File: src/rtl/keypad_code_entry.sv
// Keypad code entry: assembles keypad key events into a multi-digit BCD code
// with backspace, submit over valid/ready, and inactivity timeout of partial entries.
`timescale 1ns/1ps
module keypad_code_entry #(
  parameter int MAX_DIGITS     = 4,
  parameter int TIMEOUT_CYCLES = 50_000_000,
  parameter int CW             = $clog2(MAX_DIGITS + 1)
) (
  input  logic                    clk,
  input  logic                    rst,
  input  logic                    key_valid,
  input  logic [3:0]              key_value,
  output logic [4*MAX_DIGITS-1:0] code_bcd,
  output logic [CW-1:0]           digit_count,
  output logic                    code_valid,
  input  logic                    code_ready,
  output logic                    key_error,
  output logic                    timeout
);

  localparam int DW = 4 * MAX_DIGITS;
  localparam int TW = (TIMEOUT_CYCLES > 1) ? $clog2(TIMEOUT_CYCLES) : 1;
  localparam logic [TW-1:0] IDLE_LAST = (TIMEOUT_CYCLES > 0) ? TW'(TIMEOUT_CYCLES - 1) : '0;
  localparam logic [CW-1:0] FULL      = CW'(MAX_DIGITS);

  typedef enum logic [1:0] {
    S_EMPTY,
    S_ENTRY,
    S_HOLD
  } state_t;

  state_t        r_state;
  logic [DW-1:0] r_code;
  logic [CW-1:0] r_count;
  logic          r_valid;
  logic          r_err;
  logic          r_to;
  logic [TW-1:0] r_idle;

  logic          w_is_digit;
  logic          w_is_back;
  logic          w_is_submit;
  logic [3:0]    w_digit;
  logic          w_full;
  logic          w_expired;
  logic [DW-1:0] w_pushed;
  logic [DW-1:0] w_popped;

  always_comb begin
    w_is_digit  = ((key_value >= 4'd1) && (key_value <= 4'd9)) || (key_value == 4'd11);
    w_is_back   = (key_value == 4'd10);
    w_is_submit = (key_value == 4'd12);
    w_digit     = (key_value == 4'd11) ? 4'd0 : key_value;
    w_full      = (r_count == FULL);
    w_expired   = (TIMEOUT_CYCLES > 0) && (r_idle == IDLE_LAST);
    w_pushed    = (r_code << 4) | DW'(w_digit);
    w_popped    = r_code >> 4;
  end

  always_ff @(posedge clk) begin
    if (rst) begin
      r_state <= S_EMPTY;
      r_code  <= '0;
      r_count <= '0;
      r_valid <= 1'b0;
      r_err   <= 1'b0;
      r_to    <= 1'b0;
      r_idle  <= '0;
    end else begin
      r_err <= 1'b0;
      r_to  <= 1'b0;
      unique case (r_state)
        S_EMPTY: begin
          r_idle <= '0;
          if (key_valid) begin
            if (w_is_digit) begin
              r_code  <= w_pushed;
              r_count <= r_count + CW'(1);
              r_state <= S_ENTRY;
            end else if (!w_is_back) begin
              // '#' with nothing entered and invalid codes are both rejected
              r_err <= 1'b1;
            end
          end
        end

        S_ENTRY: begin
          if (key_valid) begin
            // a key on the expiry cycle takes priority over the timeout
            r_idle <= '0;
            if (w_is_digit) begin
              if (w_full) begin
                r_err <= 1'b1;
              end else begin
                r_code  <= w_pushed;
                r_count <= r_count + CW'(1);
              end
            end else if (w_is_back) begin
              r_code  <= w_popped;
              r_count <= r_count - CW'(1);
              if (r_count == CW'(1)) r_state <= S_EMPTY;
            end else if (w_is_submit) begin
              r_valid <= 1'b1;
              r_state <= S_HOLD;
            end else begin
              r_err <= 1'b1;
            end
          end else if (w_expired) begin
            r_to    <= 1'b1;
            r_code  <= '0;
            r_count <= '0;
            r_idle  <= '0;
            r_state <= S_EMPTY;
          end else if (TIMEOUT_CYCLES > 0) begin
            r_idle <= r_idle + TW'(1);
          end
        end

        S_HOLD: begin
          r_idle <= '0;
          if (key_valid) r_err <= 1'b1;
          if (r_valid && code_ready) begin
            r_valid <= 1'b0;
            r_code  <= '0;
            r_count <= '0;
            r_state <= S_EMPTY;
          end
        end

        default: r_state <= S_EMPTY;
      endcase
    end
  end

  assign code_bcd    = r_code;
  assign digit_count = r_count;
  assign code_valid  = r_valid;
  assign key_error   = r_err;
  assign timeout     = r_to;

endmodule
File: config.mk
export PLATFORM = sky130hd
export DESIGN_NAME = keypad_code_entry
export DESIGN_NICKNAME = d
export VERILOG_FILES = /design/src/rtl/keypad_code_entry.sv
export SDC_FILE = /design/constraint.sdc
export NUM_CORES = 1
export LEC_CHECK = 0
export BUFFER_PORTS_ARGS = -buffer_cell sky130_fd_sc_hd__buf_2
export CELL_PAD_IN_SITES_DETAIL_PLACEMENT = 1
export CELL_PAD_IN_SITES_GLOBAL_PLACEMENT = 2
export CORE_MARGIN = 1.5
export CORE_UTILIZATION = 36
export DETAILED_ROUTE_END_ITERATION = 10
export PLACE_DENSITY = 0.81
export SLEW_MARGIN = 20
export SYNTH_ARGS = -nofsm -noshare
export SYNTH_HDL_FRONTEND = slang
export SYNTH_SLANG_ARGS = --single-unit
File: constraint.sdc
create_clock -name clk -period 2.95 [get_ports clk]
set_input_delay 0 -clock clk [delete_from_list [all_inputs] [get_ports clk]]
set_output_delay 0 -clock clk [all_outputs]
set_load 0.05 [all_outputs]
==> summary.txt <==
Global routing
  • Largest net degree at the start of global routing: 26
  • Vias in the first global route: 2263
  • Global route overflow: 0
  • Initial antenna violation count: 0
  • Global-route wire length before repair: approximately 11000 um
  • Gr usage total: 18.7%

Final layout
  • Most frequent cells in the layout: dfxtp_1, nor2_1, buf_2
  • Area Growth Syn to Fin: 11.7%
  • Diode count: 0
  • Share of cells above drive strength 1: 16.6%
  • Most common cell after layout, fill and taps aside: dfxtp_1
  • Layout Nets: 337
  • Finished Cell Area: 2970 um^2

Clock tree
  • Max clock buf depth: 2
  • Cells resized by post-CTS repair: 0
  • Clk Tree Root Cell: clkbuf_8
  • Htree depth: 2
  • # hold bufs at CTS: 0
  • Clock transition at path regs: 90 ps
  • CTS buffer count: 5
  • CTS tree: yes
  • Skew-Pair Late Insertion Delay: 300 ps
  • Post-CTS Setup Inserts: 0
  • Clock sinks: 50

Timing
  • Slew HR: between 50% and 60%
  • Max Clock Freq: slightly above 400 MHz
  • PnR worst setup slack: ~500 ps
  • Final Slew Violations: 0
  • Crit share post-route: 83.1%
  • Setup TNS: 0 ps
  • Period minus WS final: 2450 ps
  • Final Hold Viols: 0
  • Final Setup Violations: 0
  • Unrepaired setup endpoints after global routing: no
  • Worst-Margin Slew: 693 ps
  • Setup Skew: 7.40 ps

Worst setup path
  • Worst EP arrival: between 2000 and 3000 ps
  • CP Launch Type: flop
  • WS Path Type: flop to flop
  • CP Capture Type: flop
  • WP data required: 3170 ps
  • Worst-path fanout max: 15

Yosys
  • Most used DFF post-synth: dfxtp_1
  • Cell area after synthesis: approximately 2700 um^2
  • Mapped Cells: 297
  • Area contributors post-synth: dfxtp_1, nor2_1, ha_1, xnor2_1, a211oi_1
  • Syn Area/Cell: 8.94 um^2
  • Synthesized net count: between 300 and 400
  • Post-synth cell types: 57
  • Post-synthesis sequential element count: 50
  • Async SR Flop Fraction: 0%
  • EDFF count, synth: 0
  • Seq/Total Area, Yosys: 37.7%
  • Syn. warnings: 0
  • Post-synth top area cell: dfxtp_1
  • Synth top area share: 37.7%

Detailed routing
  • WL final: 6730 um
  • DRT antenna net count: 0
  • WL met3: 249 um
  • Detailed Routing Iterations Pass 1: 4
  • Post-route DRC: 0
  • Routed WL per cell: between 15 and 20 um
  • Metal-1 WL: ~3200 um
  • DR vias: 2315
  • Initial drt markers: 72
  • Vias/cell: 5.54
  • Max Used Layer: met4
  • Met2 Wirelength: 3240 um

Die
  • Die area: 7900 um^2
  • Floorplan row count: 31
  • Starting Density: 36.8%
  • Chip width: 88.9 um
  • Core area: 7210 um^2
  • Die H: 88.9 um
  • I/O pin count: 30

Power and ir drop
  • Maximum vdd drop: around 470 uV
  • Static Leak: about 0.0011 uW
  • PwrDens: 693 nW/um^2

Run
  • Max-Cap Viols: 0

Min path
  • Hold WC Path Type: input pin to flop

Outcome
  • Status: complete, no violations

Placement
  • Setup WS pre-CTS: 528 ps
  • I/O Buffers: 29
  • Detailed placement HPWL: 4780 um
  • Final GP Congestion: 0.755
  • Post-placement cell area: 2860 um^2
## state kept, by name, summed over array words and instances (netlist names)
name,count
digit_count,3
code_bcd,16
code_valid,1
timeout,1
r_state,2
r_idle,26
key_error,1
## cell type report
class,count,area (um^2)
fill,878,4250
multi-input combinational,224,1540
sequential,50,1000
timing repair buffer,31,160
tap,99,124
clock buffer,6,82.6
clock inverter,1,30.0
inverter,7,26.3
## critical path, stage by stage (launching register included)
cell	delay [ps]
dfxtp_1	380
ha_1	190
and4_4	250
nand4_1	100
or3_4	430
nand3b_1	490
nand2_1	240
a211oi_1	280
## Yosys cell counts, drive strengths merged, types with 4 or more instances
master and instances:
o31ai 5, clkbuf 6, a211oi 14, inv 6, nor3 5, a21oi 18
mux2i 4, xnor2 14, dfxtp 50, nand3 7, ha 10, nor2b 9
buf 10, o211ai 4, and3 4, nor2 38, and4 4, nand4 8
o21ai 4, xor2 10, nand2 18, a22oi 11
## where the power goes
group / internal, uW / switching [uW] / total (uW)
Combinational: 224 / 517 / 741
Clock: 272 / 226 / 498
Sequential: 743 / 73.7 / 817
## final timing paths
| check | endpoint | slack, ps | cells past startpoint | startpoint |
|---|---|---|---|---|
| worst max-delay path | digit_count[1] | 500 | 7 | r_idle[0] |
| worst min-delay path | code_valid | 20 | 4 | code_ready |
| worst max register to register | digit_count[1] | 500 | 7 | r_idle[0] |
| worst min register to register | code_bcd[13] | 520 | 2 | code_bcd[9] |
## cells by family (layout without fill, tap and decap cells)
kind of cell	count (synthesis)	in the layout	share of synthesized area (%)
xor gates and xnor gates	24	24	7.91
muxes	5	5	1.93
AOI/OAI and AO/OA	75	75	20.5
DFF	50	50	37.7
and+or+nand+nor	110	110	23.0
buffers and inverters	23	45	4.19
adders and majority gates	10	10	4.71
## metal layers
layer  vias to the layer above  global-route usage (%)
met4                         0                    3.84
li1                       1130                       -
met1                      1136                    24.2
met3                         6                    3.51
met5                         -                       0
met2                        43                    32.4
## per-stage QoR
step                util [%]  std cells  hold WS (ps)  total power (uW)
finish                  41.1        418          17.9              2060
global route            41.1        418          56.0              2170
CTS                     41.1        418          20.9              2080
detailed placement      39.6        411           346              1580
global placement        39.6        411           325              1560
floorplan                  -        297          78.2              1400
No activity file was read; power rests on OpenSTA's default activity.
